File: config.mk
export PLATFORM = sky130hd
export DESIGN_NAME = input_unit_rx
export DESIGN_NICKNAME = d
export VERILOG_FILES = /design/src/rtl/router_pkg.sv /design/src/rtl/input_unit_rx_flit_fifo.sv /design/src/rtl/input_unit_rx.sv
export SDC_FILE = /design/constraint.sdc
export NUM_CORES = 1
export LEC_CHECK = 0
export BUFFER_PORTS_ARGS = -buffer_cell sky130_fd_sc_hd__buf_4
export CORE_UTILIZATION = 45
export CTS_CLUSTER_DIAMETER = 40
export DETAILED_ROUTE_END_ITERATION = 16
export SETUP_SLACK_MARGIN = 0.2
export SYNTH_ARGS = -nofsm -noshare
export SYNTH_HDL_FRONTEND = slang
export SYNTH_SLANG_ARGS = --single-unit
File: constraint.sdc
create_clock -name clk -period 2.6 [get_ports clk]
set_clock_uncertainty 0.05 [all_clocks]
set_input_delay 0.13 -clock clk [delete_from_list [all_inputs] [get_ports clk]]
set_output_delay 0.13 -clock clk [all_outputs]
set_load 0.01 [all_outputs]
File: src/rtl/router_pkg.sv
// Shared router types for the input unit receive path.
//   flit_t      : one link flit, 2-bit flit_type followed by the payload
//   GSTATE_t    : per-packet state (idle / routing / active)
//   RX_STATE_t  : link-side handshake state
// Helper functions classify flit types as packet openers / closers.
package router_pkg;

  localparam int DATA_W = 16;

  typedef enum logic [1:0] {
    FLIT_HEAD     = 2'd0,
    FLIT_BODY     = 2'd1,
    FLIT_TAIL     = 2'd2,
    FLIT_HEADTAIL = 2'd3
  } flit_type_t;

  typedef struct packed {
    flit_type_t        flit_type;
    logic [DATA_W-1:0] payload;
  } flit_t;

  typedef enum logic [1:0] {
    G_IDLE    = 2'd0,
    G_ROUTING = 2'd1,
    G_ACTIVE  = 2'd2
  } GSTATE_t;

  typedef enum logic [1:0] {
    RX_IDLE     = 2'd0,
    RX_ACK      = 2'd1,
    RX_WAIT_LOW = 2'd2
  } RX_STATE_t;

  // HEAD and HEADTAIL open a packet
  function automatic logic is_head(input flit_type_t t);
    return (t == FLIT_HEAD) || (t == FLIT_HEADTAIL);
  endfunction

  // TAIL and HEADTAIL close a packet
  function automatic logic is_tail(input flit_type_t t);
    return (t == FLIT_TAIL) || (t == FLIT_HEADTAIL);
  endfunction

endpackage

File: src/rtl/input_unit_rx_flit_fifo.sv
// flit_fifo: DEPTH-entry flit buffer with combinational head read.
// Ports:
//   clk, reset_n      : clock, synchronous active-low reset
//   push, wr_data     : write request and flit (ignored when full)
//   pop               : remove head (ignored when empty)
//   rd_data           : current head flit, '0 when empty
//   full, empty, count: occupancy status
module flit_fifo
  import router_pkg::*;
#(
  parameter int DEPTH = 4,
  parameter int CNT_W = $clog2(DEPTH) + 1
) (
  input  logic             clk,
  input  logic             reset_n,
  input  logic             push,
  input  flit_t            wr_data,
  input  logic             pop,
  output flit_t            rd_data,
  output logic             full,
  output logic             empty,
  output logic [CNT_W-1:0] count
);

  localparam int PTR_W = $clog2(DEPTH);

  flit_t            mem_q [DEPTH];
  logic [PTR_W-1:0] wr_ptr_q, wr_ptr_d;
  logic [PTR_W-1:0] rd_ptr_q, rd_ptr_d;
  logic [CNT_W-1:0] count_q, count_d;
  logic             push_ok, pop_ok;

  assign full    = (count_q == CNT_W'(DEPTH));
  assign empty   = (count_q == '0);
  assign count   = count_q;
  assign push_ok = push && !full;
  assign pop_ok  = pop && !empty;
  assign rd_data = empty ? '0 : mem_q[rd_ptr_q];

  // DEPTH is a power of two, so pointers wrap by plain overflow
  always_comb begin
    wr_ptr_d = wr_ptr_q;
    rd_ptr_d = rd_ptr_q;
    count_d  = count_q;
    if (push_ok) wr_ptr_d = wr_ptr_q + PTR_W'(1);
    if (pop_ok)  rd_ptr_d = rd_ptr_q + PTR_W'(1);
    case ({push_ok, pop_ok})
      2'b10:   count_d = count_q + CNT_W'(1);
      2'b01:   count_d = count_q - CNT_W'(1);
      default: count_d = count_q;
    endcase
  end

  always_ff @(posedge clk) begin
    if (!reset_n) begin
      wr_ptr_q <= '0;
      rd_ptr_q <= '0;
      count_q  <= '0;
    end else begin
      wr_ptr_q <= wr_ptr_d;
      rd_ptr_q <= rd_ptr_d;
      count_q  <= count_d;
    end
  end

  // Storage is not cleared: a flush only needs the pointers and count reset
  always_ff @(posedge clk) begin
    if (push_ok) mem_q[wr_ptr_q] <= wr_data;
  end

endmodule

File: src/rtl/input_unit_rx.sv
// input_unit_rx: receive side of an inter-router link.
// Accepts flits through a four-phase req/ack handshake into a flit_fifo,
// tracks per-packet state, and offers the FIFO head to the switch allocator.
// Ports:
//   clk, reset_n     : clock, synchronous active-low reset
//   i_upstream_req   : upstream flit valid (held until ack seen)
//   i_flit           : incoming flit
//   o_upstream_ack   : registered one-cycle acceptance pulse
//   o_sa_req         : head available and packet not idle
//   i_sa_grant       : switch grant, pops the head when o_sa_req is high
//   o_flit           : FIFO head ('0 when empty)
//   o_gstate         : packet state
//   o_count, o_full  : FIFO occupancy
//   o_proto_err      : sticky flit-order error
// Optional: define ROUTER_IU_STATS_EN to add saturating o_flit_cnt / o_pkt_cnt.
module input_unit_rx
  import router_pkg::*;
#(
  parameter int DEPTH = 4,
  parameter int CNT_W = $clog2(DEPTH) + 1
) (
  input  logic             clk,
  input  logic             reset_n,
  input  logic             i_upstream_req,
  input  flit_t            i_flit,
  output logic             o_upstream_ack,
  output logic             o_sa_req,
  input  logic             i_sa_grant,
  output flit_t            o_flit,
  output GSTATE_t          o_gstate,
  output logic [CNT_W-1:0] o_count,
  output logic             o_full,
  output logic             o_proto_err
`ifdef ROUTER_IU_STATS_EN
  ,
  output logic [15:0]      o_flit_cnt,
  output logic [15:0]      o_pkt_cnt
`endif
);

  RX_STATE_t rx_state_q, rx_state_d;
  GSTATE_t   gstate_q, gstate_d;
  logic      ack_q, ack_d;
  logic      pkt_started_q, pkt_started_d;
  logic      proto_err_q, proto_err_d;

  logic      fifo_push, fifo_pop, fifo_full, fifo_empty;
  flit_t     head;

  // Full is the registered occupancy, so a same-cycle pop cannot free a slot
  assign fifo_push = (rx_state_q == RX_IDLE) && i_upstream_req && !fifo_full;
  assign o_sa_req  = !fifo_empty && (gstate_q != G_IDLE);
  assign fifo_pop  = i_sa_grant && o_sa_req;

  flit_fifo #(.DEPTH(DEPTH), .CNT_W(CNT_W)) u_fifo (
    .clk     (clk),
    .reset_n (reset_n),
    .push    (fifo_push),
    .wr_data (i_flit),
    .pop     (fifo_pop),
    .rd_data (head),
    .full    (fifo_full),
    .empty   (fifo_empty),
    .count   (o_count)
  );

  assign o_flit         = head;
  assign o_full         = fifo_full;
  assign o_upstream_ack = ack_q;
  assign o_gstate       = gstate_q;
  assign o_proto_err    = proto_err_q;

  // Link handshake: capture once, pulse ack, then wait for req to drop
  always_comb begin
    rx_state_d = rx_state_q;
    ack_d      = 1'b0;
    case (rx_state_q)
      RX_IDLE: begin
        if (fifo_push) begin
          ack_d      = 1'b1;
          rx_state_d = RX_ACK;
        end
      end
      RX_ACK:      rx_state_d = RX_WAIT_LOW;
      RX_WAIT_LOW: if (!i_upstream_req) rx_state_d = RX_IDLE;
      default:     rx_state_d = RX_IDLE;
    endcase
  end

  // Packet tracking. pkt_started marks that the opening flit has left the
  // FIFO, so a HEAD seen afterwards in the same packet is an ordering error.
  // A misplaced BODY/TAIL at an idle head still opens a packet so it is
  // forwarded rather than stuck in the FIFO.
  always_comb begin
    gstate_d      = gstate_q;
    pkt_started_d = pkt_started_q;
    proto_err_d   = proto_err_q;
    case (gstate_q)
      G_IDLE: begin
        pkt_started_d = 1'b0;
        if (!fifo_empty) begin
          gstate_d = G_ROUTING;
          if (!is_head(head.flit_type)) proto_err_d = 1'b1;
        end
      end
      G_ROUTING, G_ACTIVE: begin
        if (gstate_q == G_ROUTING) gstate_d = G_ACTIVE;
        if (gstate_q == G_ACTIVE && pkt_started_q && !fifo_empty &&
            head.flit_type == FLIT_HEAD) proto_err_d = 1'b1;
        if (fifo_pop) begin
          if (is_tail(head.flit_type)) begin
            gstate_d      = G_IDLE;
            pkt_started_d = 1'b0;
          end else begin
            pkt_started_d = 1'b1;
          end
        end
      end
      default: gstate_d = G_IDLE;
    endcase
  end

  always_ff @(posedge clk) begin
    if (!reset_n) begin
      rx_state_q    <= RX_IDLE;
      ack_q         <= 1'b0;
      gstate_q      <= G_IDLE;
      pkt_started_q <= 1'b0;
      proto_err_q   <= 1'b0;
    end else begin
      rx_state_q    <= rx_state_d;
      ack_q         <= ack_d;
      gstate_q      <= gstate_d;
      pkt_started_q <= pkt_started_d;
      proto_err_q   <= proto_err_d;
    end
  end

`ifdef ROUTER_IU_STATS_EN
  logic [15:0] flit_cnt_q, flit_cnt_d;
  logic [15:0] pkt_cnt_q, pkt_cnt_d;

  always_comb begin
    flit_cnt_d = flit_cnt_q;
    pkt_cnt_d  = pkt_cnt_q;
    if (fifo_push && flit_cnt_q != 16'hFFFF) flit_cnt_d = flit_cnt_q + 16'd1;
    if (fifo_pop && is_tail(head.flit_type) && pkt_cnt_q != 16'hFFFF)
      pkt_cnt_d = pkt_cnt_q + 16'd1;
  end

  always_ff @(posedge clk) begin
    if (!reset_n) begin
      flit_cnt_q <= '0;
      pkt_cnt_q  <= '0;
    end else begin
      flit_cnt_q <= flit_cnt_d;
      pkt_cnt_q  <= pkt_cnt_d;
    end
  end

  assign o_flit_cnt = flit_cnt_q;
  assign o_pkt_cnt  = pkt_cnt_q;
`endif

endmodule
==> results of run 1 <==
## logic make-up (layout without fill, tap and decap cells)
family | after synthesis | in the layout | share of synthesized area, %
fa+ha+maj | 13 | 13 | 4.64
buf+inv | 17 | 103 | 2.29
compound gates | 19 | 19 | 3.65
flops | 88 | 88 | 67.7
simple gates | 52 | 52 | 8.97
mux | 24 | 24 | 12.3
xor+xnor | 2 | 2 | 0.478
## flip-flops by register name, summed over array words and instances (netlist names), named ones only
signal           cells
o_upstream_ack       1
u_fifo.wr_ptr_q      2
rx_state_q           2
pkt_started_q        1
u_fifo.count         3
o_gstate             2
u_fifo.mem_q        72
u_fifo.rd_ptr_q      2
o_proto_err          1
## cells in the final DEF, fill, tap and decap left out, types with 2 or more instances in the layout
cell type,n
a21boi_0,2
a21boi_1,3
and2_1,24
buf_4,60
bufinv_16,2
clkbuf_1,2
clkbuf_8,9
dfxtp_1,14
dfxtp_2,2
dlygate4sd3_1,18
edfxtp_1,72
ha_1,11
inv_1,9
mux2_2,2
mux2i_1,6
mux4_1,2
mux4_2,14
nand2_1,9
nand2b_1,2
nand3_1,2
nand3b_1,3
nor2_1,2
o211a_1,2
o211ai_1,2
o21ai_0,5
or3_1,3
## report_power, final
part	total, mW	internal (mW)	switching (mW)
registers	1.64	1.61	0.0339
logic	0.589	0.296	0.293
clock network	1.00	0.543	0.459
## through the flow
stage               utilization, %  cells  hold slack, ns  power [mW]  setup WS [ns]
floorplan                        -    215           0.179        1.99          0.278
global placement              53.4    366           0.282        2.23          0.319
detailed placement            53.4    366           0.284        2.23          0.278
CTS                           58.5    400          0.0124        3.25          0.254
global route                  58.9    403          0.0221        3.38          0.239
finish                        58.9    403          0.0354        3.23          0.366
## per-layer routing
metal / vias to the layer above / share of wire (%)
met2: 46 / 50
met1: 1007 / 45
li1: 975 / -
met3: 10 / 3.0
met5: - / 0
met4: 0 / 1.6
## cell type report
type	count	area [um2]
clock buffer	11	131
clock inverter	5	80.1
fill	627	3210
inverter	9	33.8
multi-input combinational	110	1110
sequential	88	2480
tap	102	128
timing repair buffer	78	631
## worst min-delay path by stage
| stage | depth (start not counted) | endpoint |
|---|---|---|
| floorplan | 0 | u_fifo.mem_q[0][0] |
| global placement | 1 | u_fifo.mem_q[3][6] |
| global route | 3 | rx_state_q[1] |
| CTS | 3 | rx_state_q[1] |
| finish | 3 | rx_state_q[1] |
| detailed placement | 1 | u_fifo.mem_q[2][1] |
## worst register-to-register path, stage by stage, from the launching register on
cell and delay (ns):
dfxtp_2 0.35, inv_1 0.08, ha_1 0.22, nand2b_4 0.16
nor2_2 0.11, ha_2 0.19, inv_1 0.05, fa_1 0.36
xor2_1 0.16, or3_1 0.30, a21boi_1 0.13
## timing repair
action                                  4_1_cts  5_1_grt
hold endpoints to repair                     72        0
hold buffers                                 18        0
resized for setup                             0        7
buffers inserted                              0        3
endpoints found under the setup margin        0        2
==> metrics.yaml, run 1 <==
crit-reg2reg-launch: "o_gstate[0]"
drive_gt1_share_pct: 32.2
die_h_um: 92.3
start_util_pct: 47.0
reg2reg_depth: 10
synth_edf_count: 72
min_from: "i_upstream_req"
relSlewSlack_pct: 63.4
clk_pin_slew_ns: 0.09
grt_max_degree: 23
grtUsageMet1_pct: 20.6
hold_path_class: "input port to register"
synth.largest_area_cell: "edfxtp_1"
coreArea_mm2: 0.00781
firstDrtPassIters: 4
synth_seq_cells: 88
floorplan.rows: 32
synth_area_leaders: "edfxtp_1 59%, dfxtp_1 8.7%, mux4_2 8.6%, and2_1 4.1%, ha_1 4.1%"
startpoint: "o_gstate[0]"
gr-max-usage-layer: "met2"
synth_common_cells: "72 x edfxtp_1, 24 x and2_1, 16 x dfxtp_1, 14 x mux4_2, 12 x ha_1"
cts_buffer_depth: 2
synth_flop_cell: "edfxtp_1"
port_buffers: 48
gp_congestion: 0.722
tightest_slew_ns: 0.546
endpoint: "u_fifo.count[2]"
gr-total-overflow: 0
grt_pass1_wl_um: 10300
viasPerCell: 5.06
start_kind: "register"
path_max_fanout: 5
ys_seq_area_share_pct: 67.7
synth_async_sr_flop_share_pct: 0
crit_path_end_kind: "register"
antenna_found_initial: 0
cp.arrival_ns: 2.46
hold_viol: 0
setup_viol: 0
nets: 331
cts_sinks: 88
crit_buf_inv: 2
ios: 49
status: "complete, no violations"
cpPeakStageDelay_ns: 0.36
rsz0062_at_grt: "false"
routedWlPerCell_um: 16.0
crit-reg2reg-capture: "u_fifo.count[2]"
synth.cell_area_mm2: 0.00367
dpl.hpwl_um: 4080
n_antenna_cell: 0
r2r_slack_ns: 0.37
clock_latency_ns: 0.35
syn_avg_cell_area_um2: 17.1
path_common_cell: "inv_1"
cp.depth: 10
tns_ns: 0
drt-initial-drc-count: 46
use_met3_pct: 3.40
placedInstanceArea_mm2: 0.00417
numCtsBuffers: 9
critical_path_class: "register to register"
cts-root-buf: "clkbuf_8"
p_leak_nw: 1.69
period_share_pct: 85.9
path_cells: "inv_1 > ha_1 > nand2b_4 > nor2_2 > ha_2 > inv_1 > fa_1 > xor2_1 > or3_1 > a21boi_1"
yosysWarningCount: 0
synth_cell_types: 36
drc_errors: 0
final_max_slew_viol_count: 0
synth_most_common_cell: "edfxtp_1"
via_count: 2038
grtUsageTotal_pct: 16.7
syn_nets: 250
worst_ep_required_time_ns: 2.83
syn_inst: 215
synth_top_area_share_pct: 59.0
crit_family: "adder cells"
htree_levels: 3
routed_wl_um: 6470
p_per_area_mw_per_mm2: 702
cts_tree: "built"
postRouteAntennaNets: 0
dieWidth_um: 92.3
clock.fmax_mhz: 448
synthToLayoutAreaGrowth_pct: 25.5
vdd_ir_drop_max_mv: 0.351
maxCapViolations: 0
cp_slowest_cell: "fa_1"
min_period_ns: 2.23
final_area_mm2: 0.00460
grt_pass1_vias: 2060
dieArea_mm2: 0.00851
use_met2_pct: 28.4
No activity file was read; power rests on OpenSTA's default activity.
==> inputs of run 2 (changes only) <==
CORE_ASPECT_RATIO = 1.25   (was default)
SYNTH_HIERARCHICAL = 1   (was default)
==> run 2 against run 1 <==
  * Total power down 4.4%
  * Non-clock buffer count up 3
  * Highest routed layer unchanged
  * Setup slack worse by 0.19 ns
  * Combinational power down 15%
  * Sequential cell count unchanged
  * Fmax down 7.8%
  * First-iteration DRC count up 33%
  * Critical path depth up 1
  * Core utilization up 0.53 points
  * Final area up 1.9%
  * Largest cell class unchanged
  * Count of clock-buffer cells in the layout down 2
==> metrics.yaml, run 2 <==
ys_seq_area_share_pct: 66.8
htree_levels: 3
min_period_ns: 2.42
grtUsageTotal_pct: 16.0
final_max_slew_viol_count: 0
synth_seq_cells: 88
final_cells: 394
placed_cells: 356
cts_buffer_depth: 2
cp.arrival_ns: 2.65
coreArea_mm2: 0.00788
crit-reg2reg-launch: "o_gstate[0]"
rsz0062_at_grt: "true"
worst_ep_required_time_ns: 2.83
start_kind: "register"
numCtsBuffers: 9
grt_max_degree: 28
nets: 329
cts_sinks: 88
critical_path_class: "register to register"
n_antenna_cell: 0
hold_viol: 0
dieWidth_um: 83.3
grt_pass1_wl_um: 10600
final_cell_mix: "72 x edfxtp_1, 63 x buf_4, 18 x dlygate4sd3_1"
p_leak_nw: 1.71
grt_pass1_vias: 2128
hold_path_class: "input port to register"
p_per_area_mw_per_mm2: 658
min_from: "i_upstream_req"
synth_flop_cell: "edfxtp_1"
status: "complete, no violations"
synthToLayoutAreaGrowth_pct: 26.1
startpoint: "o_gstate[0]"
drive_gt1_share_pct: 38.1
crit_path_end_kind: "register"
clock_latency_ns: 0.34
relSlewSlack_pct: 65.8
dpl.hpwl_um: 3960
firstDrtPassIters: 4
routed_wl_um: 6360
path_max_fanout: 4
synth_async_sr_flop_share_pct: 0
cts_tree: "built"
synth.largest_area_cell: "edfxtp_1"
regMostFlops: "u_fifo/mem_q"
tns_ns: 0
setup_viol: 0
synth_cell_types: 40
dieArea_mm2: 0.00863
dp_slack_ns: 0.124
port_buffers: 48
drc_errors: 0
final_util_pct: 59.5
final_common_cell: "edfxtp_1"
clock.fmax_mhz: 413
floorplan.rows: 36
synth_edf_count: 72
drt-initial-drc-count: 61
synth_common_cells: "72 x edfxtp_1, 16 x dfxtp_1, 11 x ha_1, 11 x inv_1"
cts-root-buf: "clkbuf_8"
gp_congestion: 0.743
via_count: 1992
period_share_pct: 93.1
whs_ns: 0.0293
synth.cell_area_mm2: 0.00372
synth_most_common_cell: "edfxtp_1"
synth_top_area_share_pct: 58.2
ios: 49
viasPerCell: 5.06
die_h_um: 104
clk_pin_slew_ns: 0.09
largest_reg_flops: 72
synth_area_leaders: "edfxtp_1 58%, dfxtp_1 8.6%, mux4_2 6.1%, mux4_1 5.7%, ha_1 3.7%"
syn_nets: 245
vdd_ir_drop_max_mv: 0.456
antenna_found_initial: 0
maxCapViolations: 0
syn_inst: 211
routedWlPerCell_um: 16.1
timing.final.ws_setup_ns: 0.178
syn_avg_cell_area_um2: 17.6
start_util_pct: 47.2
tightest_slew_ns: 0.513
gr-total-overflow: 0
yosysWarningCount: 6
postRouteAntennaNets: 0
run 2: kinds of logic after synthesis:
group                    Yosys count  synth area share [%]
AO/OA/AOI/OAI                     13                  2.15
XOR/XNOR                           2                 0.471
buffers and inverters             20                  2.86
AND/OR/NAND/NOR                   56                  11.2
multiplexers                      20                  12.3
adder cells (fa/ha/maj)           12                  4.24
flip-flops                        88                  66.8
run 2: cell type report:
type / count / area, um2
fill: 621 / 3190
sequential: 88 / 2500
multi-input combinational: 103 / 1170
timing repair buffer: 81 / 653
clock buffer: 9 / 124
tap: 95 / 119
clock inverter: 6 / 75.1
inverter: 12 / 50.0
run 2: power by group:
part	switching (mW)	internal [mW]	leakage [nW]	total, mW
Sequential	0.0307	1.60	0.791	1.63
Clock	0.497	0.456	0.0986	0.953
Combinational	0.251	0.252	0.822	0.503
run 2: worst paths after layout:
check	slack [ns]	endpoint	depth (start not counted)
max reg2reg	0.18	u_fifo/count[2]	11
min	0.03	rx_state_q[1]	3
max	0.18	u_fifo/count[2]	11
min reg2reg	0.43	o_proto_err	1
run 2: critical path, cell delays in order (launching register included):
cell and delay, ns:
dfxtp_2 0.36, inv_2 0.05, ha_2 0.17, or3b_4 0.39, clkinv_4 0.06, nor2b_4 0.16, ha_4 0.14, inv_1 0.04
fa_2 0.33, xor2_1 0.15, or3_1 0.31, a21boi_1 0.14
run 2: metal layers:
| metal | vias up | track usage (%) | share of wire, % |
|---|---|---|---|
| met5 | - | 0 | 0 |
| met2 | 44 | 27.0 | 51 |
| met1 | 980 | 20.4 | 45 |
| li1 | 964 | - | - |
| met4 | 0 | 4.80 | 0.71 |
| met3 | 4 | 3.90 | 3.8 |
run 2: metrics by stage:
stage / total power [mW] / area, um2
4_1_cts: 3.13 / 4670
6_report: 3.09 / 4690
3_5_place_dp: 2.14 / 4260
3_3_place_gp: 2.14 / 4260
2_1_floorplan: 1.96 / 3780
5_1_grt: 3.24 / 4690
run 2: timing repair:
item	CTS	global route
cloned	0	0
setup buffers	3	2
setup endpoints to repair	1	2
hold endpoints to repair	72	0
pin swaps	2	2
hold buffers	18	0
resized for setup	2	1
